`src/rtl/motion_pkg.sv`:
```
// Shared types for the motion command sequencer: command bundle,
// FSM state encoding and axis decode helpers.
package motion_pkg;

   localparam int NUM_AXES = 6;
   localparam int PULSE_W  = 10;
   localparam int AXIS_W   = 3;

   typedef struct packed {
      logic [AXIS_W-1:0]  axis;
      logic               dir;
      logic [PULSE_W-1:0] pulses;
   } cmd_t;

   typedef enum logic [2:0] {
      S_HOME,
      S_HWAIT,
      S_IDLE,
      S_ISSUE,
      S_WAIT_BUSY,
      S_RUN,
      S_PARK
   } state_t;

   // Axis index to one-hot select; out-of-range axes yield zero.
   function automatic logic [NUM_AXES-1:0] axis_onehot(
      input logic [AXIS_W-1:0] a
   );
      logic [NUM_AXES-1:0] m;
      m = '0;
      if (a < AXIS_W'(NUM_AXES))
         m = NUM_AXES'(1) << a;
      return m;
   endfunction

   // A command is dropped when its axis does not exist or it has no steps.
   function automatic logic cmd_bad(input cmd_t c);
      return (c.axis >= AXIS_W'(NUM_AXES)) || (c.pulses == '0);
   endfunction

endpackage

```
`src/rtl/cmd_fifo.sv`:
```
// Synchronous command FIFO, DEPTH entries of cmd_t, show-ahead read.
// Ports: clk_i, rst_i (sync high), push_i/wdata_i, pop_i/rdata_o, full_o, empty_o.
module cmd_fifo
   import motion_pkg::*;
#(
   parameter int DEPTH = 8
) (
   input  logic clk_i,
   input  logic rst_i,
   input  logic push_i,
   input  cmd_t wdata_i,
   input  logic pop_i,
   output cmd_t rdata_o,
   output logic full_o,
   output logic empty_o
);

   localparam int AW = $clog2(DEPTH);

   cmd_t          mem_q [DEPTH];
   logic [AW-1:0] wptr_q, wptr_d;
   logic [AW-1:0] rptr_q, rptr_d;
   logic [AW:0]   cnt_q, cnt_d;
   logic          push_ok;
   logic          pop_ok;

   assign full_o  = (cnt_q == (AW+1)'(DEPTH));
   assign empty_o = (cnt_q == '0);
   assign rdata_o = mem_q[rptr_q];

   // Full blocks pushes even when a pop frees a slot this cycle.
   assign push_ok = push_i & ~full_o;
   assign pop_ok  = pop_i & ~empty_o;

   always_comb begin
      wptr_d = wptr_q;
      rptr_d = rptr_q;
      cnt_d  = cnt_q;
      if (push_ok) wptr_d = wptr_q + 1'b1;
      if (pop_ok)  rptr_d = rptr_q + 1'b1;
      unique case ({push_ok, pop_ok})
         2'b10:   cnt_d = cnt_q + 1'b1;
         2'b01:   cnt_d = cnt_q - 1'b1;
         default: cnt_d = cnt_q;
      endcase
   end

   always_ff @(posedge clk_i) begin
      if (rst_i) begin
         wptr_q <= '0;
         rptr_q <= '0;
         cnt_q  <= '0;
      end else begin
         wptr_q <= wptr_d;
         rptr_q <= rptr_d;
         cnt_q  <= cnt_d;
         if (push_ok)
            mem_q[wptr_q] <= wdata_i;
      end
   end

endmodule

```
`src/rtl/motion_cmd_seq.sv`:
```
// Command sequencer for the 6-axis step-pulse generator: queues commands,
// homes via INIT, issues one command at a time and parks PulseNum between them.
// Ports: sysclk, RST; cmd_valid/cmd_ready/cmd_axis/cmd_dir/cmd_pulses;
// home_req; Busy, initFlag from generator; INIT, Motor, PulseNum, DRSign to it;
// status homed, cmd_done, err_to, err_cmd.
module motion_cmd_seq
   import motion_pkg::*;
#(
   parameter int DEPTH    = 8,
   parameter int RISE_TO  = 8,
   parameter int PARK_CYC = 4
) (
   input  logic                sysclk,
   input  logic                RST,
   input  logic                cmd_valid,
   output logic                cmd_ready,
   input  logic [AXIS_W-1:0]   cmd_axis,
   input  logic                cmd_dir,
   input  logic [PULSE_W-1:0]  cmd_pulses,
   input  logic                home_req,
   input  logic                Busy,
   input  logic [NUM_AXES-1:0] initFlag,
   output logic                INIT,
   output logic [NUM_AXES-1:0] Motor,
   output logic [PULSE_W-1:0]  PulseNum,
   output logic [NUM_AXES-1:0] DRSign,
   output logic                homed,
   output logic                cmd_done,
   output logic                err_to,
   output logic                err_cmd
);

   localparam int TMAX = (RISE_TO > PARK_CYC) ? RISE_TO : PARK_CYC;
   localparam int TW   = $clog2(TMAX + 1);

   state_t              state_q, state_d;
   logic                init_q, init_d;
   logic [NUM_AXES-1:0] motor_q, motor_d;
   logic [PULSE_W-1:0]  pulse_q, pulse_d;
   logic [NUM_AXES-1:0] dr_q, dr_d;
   logic                homed_q;
   logic                done_q, done_d;
   logic                err_to_q, err_to_d;
   logic                err_cmd_q, err_cmd_d;
   logic                home_pend_q, home_pend_d;
   logic [TW-1:0]       timer_q, timer_d;

   logic                fifo_full;
   logic                fifo_empty;
   logic                fifo_pop;
   cmd_t                head;
   cmd_t                wcmd;
   logic [NUM_AXES-1:0] head_oh;

   assign wcmd      = '{axis: cmd_axis, dir: cmd_dir, pulses: cmd_pulses};
   assign cmd_ready = ~fifo_full;
   assign head_oh   = axis_onehot(head.axis);

   cmd_fifo #(.DEPTH(DEPTH)) u_fifo (
      .clk_i   (sysclk),
      .rst_i   (RST),
      .push_i  (cmd_valid),
      .wdata_i (wcmd),
      .pop_i   (fifo_pop),
      .rdata_o (head),
      .full_o  (fifo_full),
      .empty_o (fifo_empty)
   );

   always_comb begin
      state_d     = state_q;
      init_d      = 1'b0;
      done_d      = 1'b0;
      motor_d     = motor_q;
      pulse_d     = pulse_q;
      dr_d        = dr_q;
      err_to_d    = err_to_q;
      err_cmd_d   = err_cmd_q;
      home_pend_d = home_pend_q | home_req;
      timer_d     = timer_q;
      fifo_pop    = 1'b0;

      unique case (state_q)
         S_HOME: begin
            init_d      = 1'b1;
            motor_d     = '0;
            pulse_d     = '0;
            home_pend_d = 1'b0;
            state_d     = S_HWAIT;
         end
         S_HWAIT: begin
            // Requests during homing are already satisfied by it.
            home_pend_d = 1'b0;
            if (&initFlag)
               state_d = S_IDLE;
         end
         S_IDLE: begin
            if (home_pend_q) begin
               home_pend_d = 1'b0;
               state_d     = S_HOME;
            end else if (!fifo_empty) begin
               state_d = S_ISSUE;
            end
         end
         S_ISSUE: begin
            fifo_pop = 1'b1;
            if (cmd_bad(head)) begin
               err_cmd_d = 1'b1;
               state_d   = S_IDLE;
            end else begin
               motor_d = head_oh;
               pulse_d = head.pulses;
               dr_d    = {NUM_AXES{head.dir}} & head_oh;
               timer_d = '0;
               state_d = S_WAIT_BUSY;
            end
         end
         S_WAIT_BUSY: begin
            if (Busy) begin
               state_d = S_RUN;
            end else if (timer_q == TW'(RISE_TO - 1)) begin
               err_to_d = 1'b1;
               pulse_d  = '0;
               timer_d  = '0;
               state_d  = S_PARK;
            end else begin
               timer_d = timer_q + 1'b1;
            end
         end
         S_RUN: begin
            if (!Busy) begin
               done_d  = 1'b1;
               pulse_d = '0;
               timer_d = '0;
               state_d = S_PARK;
            end
         end
         S_PARK: begin
            // Zero PulseNum long enough that a repeat command re-triggers Busy.
            pulse_d = '0;
            if (timer_q == TW'(PARK_CYC - 1)) begin
               if (!Busy)
                  state_d = S_IDLE;
            end else begin
               timer_d = timer_q + 1'b1;
            end
         end
         default: state_d = S_HOME;
      endcase
   end

   always_ff @(posedge sysclk) begin
      if (RST) begin
         state_q     <= S_HOME;
         init_q      <= 1'b0;
         motor_q     <= '0;
         pulse_q     <= '0;
         dr_q        <= '0;
         homed_q     <= 1'b0;
         done_q      <= 1'b0;
         err_to_q    <= 1'b0;
         err_cmd_q   <= 1'b0;
         home_pend_q <= 1'b0;
         timer_q     <= '0;
      end else begin
         state_q     <= state_d;
         init_q      <= init_d;
         motor_q     <= motor_d;
         pulse_q     <= pulse_d;
         dr_q        <= dr_d;
         homed_q     <= &initFlag;
         done_q      <= done_d;
         err_to_q    <= err_to_d;
         err_cmd_q   <= err_cmd_d;
         home_pend_q <= home_pend_d;
         timer_q     <= timer_d;
      end
   end

   assign INIT     = init_q;
   assign Motor    = motor_q;
   assign PulseNum = pulse_q;
   assign DRSign   = dr_q;
   assign homed    = homed_q;
   assign cmd_done = done_q;
   assign err_to   = err_to_q;
   assign err_cmd  = err_cmd_q;

endmodule

```
`config.mk`:
```
export PLATFORM = sky130hd
export DESIGN_NAME = motion_cmd_seq
export DESIGN_NICKNAME = d
export VERILOG_FILES = /design/src/rtl/motion_pkg.sv /design/src/rtl/cmd_fifo.sv /design/src/rtl/motion_cmd_seq.sv
export SDC_FILE = /design/constraint.sdc
export NUM_CORES = 1
export LEC_CHECK = 0
export ABC_AREA = 1
export CAP_MARGIN = 20
export CORE_MARGIN = 10
export CORE_UTILIZATION = 30
export CTS_CLUSTER_DIAMETER = 30
export DETAILED_ROUTE_END_ITERATION = 16
export HOLD_SLACK_MARGIN = 0.06
export PLACE_DENSITY = 0.54
export SETUP_SLACK_MARGIN = 0.1
export SLEW_MARGIN = 0
export SYNTH_ARGS = -nofsm -noshare
export SYNTH_HDL_FRONTEND = slang
export SYNTH_HIERARCHICAL = 1
export SYNTH_SLANG_ARGS = --single-unit
```
`constraint.sdc`:
```
create_clock -name sysclk -period 3 [get_ports sysclk]
set_clock_uncertainty 0.1 [all_clocks]
set_input_delay 0.45 -clock sysclk [delete_from_list [all_inputs] [get_ports sysclk]]
set_output_delay 0.45 -clock sysclk [all_outputs]
set_load 0.01 [all_outputs]
```
==> impl_metrics.csv <==
group,metric,value,unit
status,status,"finished, final reports clean",
global_routing,grt_pass1_vias,4617,
logic_synthesis,synthMuxAreaShare,0,
timing,holdWs,0.3586,ns
logic_synthesis,synth_cell_types,35,
global_routing,met2_usage,0.1843,
critical_path,critPathArrivalTime,2.70,ns
global_routing,overflow,0,
logic_synthesis,yosys.area_share.adder,0.01377,
clock_tree,post_cts_buffers,0,
die,rows,55,
cells_and_area,final_cells,1062,
route,wl_per_cell,14.63,microns
die,die_area,0.02948,sq mm
flow_run,cap_viol_max_count,0,
critical_path,cp-end-kind,"register",
critical_path,critPathLaunchType,"register",
global_routing,grt_max_degree,57,
logic_synthesis,synth_area,0.006904,sq mm
place,placed_area,0.007705,sq mm
logic_synthesis,ys_seq_area_frac,0.6263,
route,antenna_left,0,
clock_tree,cts.sinks,160,
power_and_ir_drop,leakagePower,3.128,nW
clock_tree,clk_pin_slew_worst_paths,0.06,ns
place,portBuffers,52,
clock_tree,cts_hold_buf,0,
die,initial_utilization,0.3049,
die,io_pins,53,
global_routing,busiest_layer,"met2",
cells_and_area,drive_above_1_share,0.07990,
route,drt_iter0_drc,367,
timing,min_period,2.474,ns
route,via_per_inst,4.514,
clock_tree,cts.path.max_buffers,2,
logic_synthesis,postSynthCellCount,706,
cells_and_area,mostFrequentLayoutCell,"nor2_1",
logic_synthesis,synth_warnings,6,
clock_tree,cts_root_buffer,"clkbuf_16",
cells_and_area,final_core_util,0.3677,
critical_path,crit_required,3.22,ns
global_routing,grt.met1_usage,0.1343,
logic_synthesis,synth_top_family_by_area,"simple AND/OR/NAND/NOR gates",
global_routing,grt_util_met3,0.02705,
clock_tree,postCtsResizedCells,0,
worst_hold_path,hold_path.class,"reg2reg",
die,coreArea,0.02264,sq mm
logic_synthesis,syn_avg_cell_area,9.779,sq um
global_routing,grt_pass1_wl,24850,microns
route,via_count,4794,
timing,timing.fmax,404.1,MHz
place,place_inst,1029,
place,pre_cts_slack,0.5255,ns
cells_and_area,post-route-cell-area,0.008325,sq mm
cells_and_area,area_growth,20.59,%
timing,worst_pin_slew,0.5972,ns
timing,setup_tns,0,ns
place,dpl.hpwl,9922,microns
timing,slew_viol_final,0,
cells_and_area,nNetsFinal,795,
timing,finalSetupViolCount,0,
global_routing,antenna_found_initial,1,
logic_synthesis,synth_compound_area_frac,0.09677,
critical_path,critical_path.max_fanout,9,
timing,worst_slack,0.5255,ns
clock_tree,cts_tree,"built",
timing,rsz0062_at_grt,"false",
power_and_ir_drop,power_density,763.1,mW/mm^2
timing,hold_violations,0,
power_and_ir_drop,peakVddDrop,314.2,uV
route,routed_wl,15540,microns
die,die_w,171.7,microns
logic_synthesis,synth-xor-area-share,0.005074,
global_routing,grtUsageTotal,0.1103,
clock_tree,worstSkewPairLatency,0.42,ns
timing,relSlewSlack,0.6014,
power_and_ir_drop,p_total,6.353,mW
clock_tree,cts_buffers,17,
timing,final.period_utilization,0.8248,
route,drc_errors,0,
logic_synthesis,syn-num-nets,738,
logic_synthesis,synth-seq-cells,160,
die,die_h,171.7,microns
logic_synthesis,synthSimpleGateAreaFrac,0.1937,
cells_and_area,final_cell_mix,"nor2_1 (151), nand2_1 (119), edfxtp_1 (112)",
critical_path,critPathKind,"reg2reg",
place,gp_congestion,0.8110,
route,dr.pass1.iters,4,
clock_tree,htree_levels,4,
critical path, cell delays in order (launching register included):
cell	delay, ns
dfxtp_1	0.55
inv_4	0.08
nand3_2	0.14
clkinv_2	0.19
nand2_1	0.15
inv_1	0.09
ha_1	0.24
ha_1	0.33
a21oi_1	0.20
nand2_1	0.07
nand2_1	0.06
nand3_1	0.07
nand2_1	0.06
inv_1	0.03
flip-flops by register name, indices dropped and copies added (netlist names), 3 cells and up, named ones only:
| register | cells |
|---|---|
| DRSign | 6 |
| Motor | 6 |
| PulseNum | 10 |
| state_q | 3 |
| timer_q | 4 |
| u_fifo/cnt_q | 4 |
| u_fifo/mem_q | 112 |
| u_fifo/rptr_q | 3 |
| u_fifo/wptr_q | 3 |
layer usage:
| metal | up-vias | share of wire |
|---|---|---|
| met3 | 13 | 0.039 |
| met1 | 2229 | 0.46 |
| met2 | 67 | 0.49 |
| met5 | - | 0 |
| met4 | 0 | 0.012 |
| li1 | 2485 | - |
final timing paths:
kind,from,endpoint,slack [ns],depth (start not counted)
max,state_q[2]$_SDFFE_PP0P_,u_fifo/cnt_q[3]$_SDFFE_PP0P_,0.53,13
min,PulseNum[8]$_SDFFE_PP0P_,PulseNum[8]$_SDFFE_PP0P_,0.36,2
max reg2reg,state_q[2]$_SDFFE_PP0P_,u_fifo/cnt_q[3]$_SDFFE_PP0P_,0.53,13
min reg2reg,PulseNum[8]$_SDFFE_PP0P_,PulseNum[8]$_SDFFE_PP0P_,0.36,2
Yosys cell counts, drive strengths merged:
cell type  number  area share
dfxtp          48        0.14
nand2         125       0.070
fa              1      0.0029
nor3            7      0.0051
inv            53       0.029
nor2          153       0.087
nor4            3      0.0027
o21bai          2      0.0022
clkinv          1     0.00072
nand4          10      0.0091
o211ai          1      0.0018
o21ai          96       0.070
clkbuf          7      0.0069
ha              6       0.011
xnor2           2      0.0025
or2             1     0.00091
buf            22       0.028
a21oi          30       0.022
xor2            2      0.0025
a31oi           1     0.00091
edfxtp        112        0.49
nand3          23       0.019
layout make-up:
cell class / count / area [sq um]
Antenna cell: 1 / 2.502
Tap cell: 285 / 356.6
Timing Repair Buffer: 67 / 670.6
Inverter: 54 / 206.4
Fill cell: 2221 / 14320
Sequential cell: 160 / 4324
Clock buffer: 18 / 429.2
Multi-Input combinational cell: 463 / 2147
Clock inverter: 14 / 188.9
cells by family after synthesis:
family                     count (synthesis)
and+or+nand+nor                          322
DFF                                      160
AOI/OAI and AO/OA                        130
buffers and inverters                     83
adders and majority gates                  7
xor gates and xnor gates                   4
power by group:
group | internal (mW) | total [mW] | switching (mW)
clock network | 1.39 | 2.25 | 0.861
logic | 0.555 | 1.45 | 0.897
registers | 2.54 | 2.65 | 0.114
total | 4.48 | 6.35 | 1.87
No activity file was read; power rests on OpenSTA's default activity.
==> RTL change (same flow settings) <==
Encoding of `state_t`: now Gray code (3 bits for 7 states).
--- a/src/rtl/motion_pkg.sv
+++ b/src/rtl/motion_pkg.sv
@@ -13,13 +13,13 @@
    } cmd_t;
 
    typedef enum logic [2:0] {
-      S_HOME,
-      S_HWAIT,
-      S_IDLE,
-      S_ISSUE,
-      S_WAIT_BUSY,
-      S_RUN,
-      S_PARK
+      S_HOME      = 3'b000,
+      S_HWAIT     = 3'b001,
+      S_IDLE      = 3'b011,
+      S_ISSUE     = 3'b010,
+      S_WAIT_BUSY = 3'b110,
+      S_RUN       = 3'b111,
+      S_PARK      = 3'b101
    } state_t;
 
    // Axis index to one-hot select; out-of-range axes yield zero.
Function: no difference found for any inputs over 4 cycles, from zero or initial values and one cycle with RST high; so few cycles prove little.
==> RTL change against the original RTL <==
  * Sequential cell count is the same
  * Synthesized cell count grew 0.99%
  * Utilization grew 0.12 points
  * Global-route usage grew 0.16 points
  * Fmax shrank 2.3%
  * Final area grew 0.32%
  * Area after synthesis shrank 0.29%
  * Routed wire length grew 1.9%
  * Setup slack lost 0.059 ns
  * Total power grew 8.4%
  * Via count grew 2.6%
  * Critical path type unchanged
  * Critical endpoint is now PulseNum[0]
==> RTL change: results (changes against the original RTL) <==
status=finished, final reports clean (unchanged); Max IR drop VDD=436 µV (was 314 µV); Seq/Total Area, Yosys=0.628 (was 0.626); worst hold-check path type=flop to flop (unchanged); combinational power share=0.298 (was 0.228); Clk power=2.14 mW (was 2.25 mW); Detailed Routing Iterations Pass 1=5 (was 4); hold path endpoint=DRSign[3] (was PulseNum[8]); GRT Total Usage=0.112 (was 0.110); Leak=3.18 nW (was 3.13 nW); f_max=395 MHz (was 404 MHz); Metal-1 WL=7.39 mm (was 7.12 mm); met3 WL=871 µm (was 609 µm); HP Start=DRSign[3] (was PulseNum[8]); gp weighted congestion=0.831 (was 0.811); final WL=15.8 mm (was 15.5 mm); cts repair resizes=0 (unchanged); # diodes=0 (was 1); post-synthesis compound-gate area fraction=0.0960 (was 0.0968); Placed Cells=1040 (was 1029); DP Worst Slack=0.500 ns (was 0.526 ns); placed inst area=7740 µm² (was 7700 µm²); layout cells sized above 1=0.0953 (was 0.0799); Post-Synth XOR/XNOR Area=0.00509 (was 0.00507); post-DR vias/cell=4.59 (was 4.51); CP max FO=56 (was 9); cell internal pwr=4.58 mW (was 4.48 mW); synthesized area per cell=9.66 µm² (was 9.78 µm²); initial antenna violation count=0 (was 1); worst relative slew slack=0.552 (was 0.601); FF-to-FF setup slack=0.47 ns (was 0.53 ns); CTS root buf=clkbuf_16 (unchanged); Iter 0 DRT Violations=304 (was 367); Adder-Cell Fraction of Synth Area=0.0138 (about the same); Power Total=6.88 mW (was 6.35 mW); Final #Nets=806 (was 795); Commonest cells post-synth=nor2_1 (145), nand2_1 (135), edfxtp_1 (112) (was nor2_1 (151), nand2_1 (119), edfxtp_1 (112)); Met2 Wirelength=7.38 mm (was 7.62 mm); cells on worst reg2reg path=14 (was 13); Syn Nets=745 (was 738); vias post-DR=4919 (was 4794); first-pass GRT wire length=25.5 mm (was 24.8 mm); DP Wirelength=10.0 mm (was 9.92 mm); vias in the first global route=4805 (was 4617); reg2reg end=PulseNum[0] (was u_fifo/cnt_q[3]); slowest cell delay on critical path=0.39 ns (was 0.55 ns); smallest hold slack=0.362 ns (was 0.359 ns); dominant cells by area after synthesis=edfxtp_1 (49%), dfxtp_1 (14%), nor2_1 (7.9%) (was edfxtp_1 (49%), dfxtp_1 (14%), nor2_1 (8.2%))
==> RTL change: cell count changes after synthesis, moves of 3 or more <==
cell     unedited run  this run
nand2_1           119       135
nand3_1            21        28
nor2_1            151       145
o21ai_0            51        45
buf_6              12         8
inv_2               1         5
nand4_1            10         6
a21oi_2             0         3
inv_1              51        48
==> RTL change: layout make-up <==
| type | instances | area (µm²) |
|---|---|---|
| multi-input cells | 472 | 2170 |
| fillers | 2226 | 14300 |
| well taps | 285 | 357 |
| clock buffers | 22 | 539 |
| repair buffers | 69 | 686 |
| flip-flops and latches | 160 | 4320 |
| inverters | 54 | 208 |
| clock inverters | 10 | 67.6 |
==> RTL change: worst max-delay path, delay by kind of cell (launching register included) <==
family	cells	cell delay, ns
and+or+nand+nor	9	0.97
AOI/OAI and AO/OA	3	0.66
DFF	1	0.39
buffers and inverters	2	0.29
==> RTL change: per-layer routing <==
metal,global-route usage,vias to the layer above
met2,0.176,109
met3,0.0305,17
met1,0.144,2290
li1,-,2503
met5,0,-
met4,0.0416,0
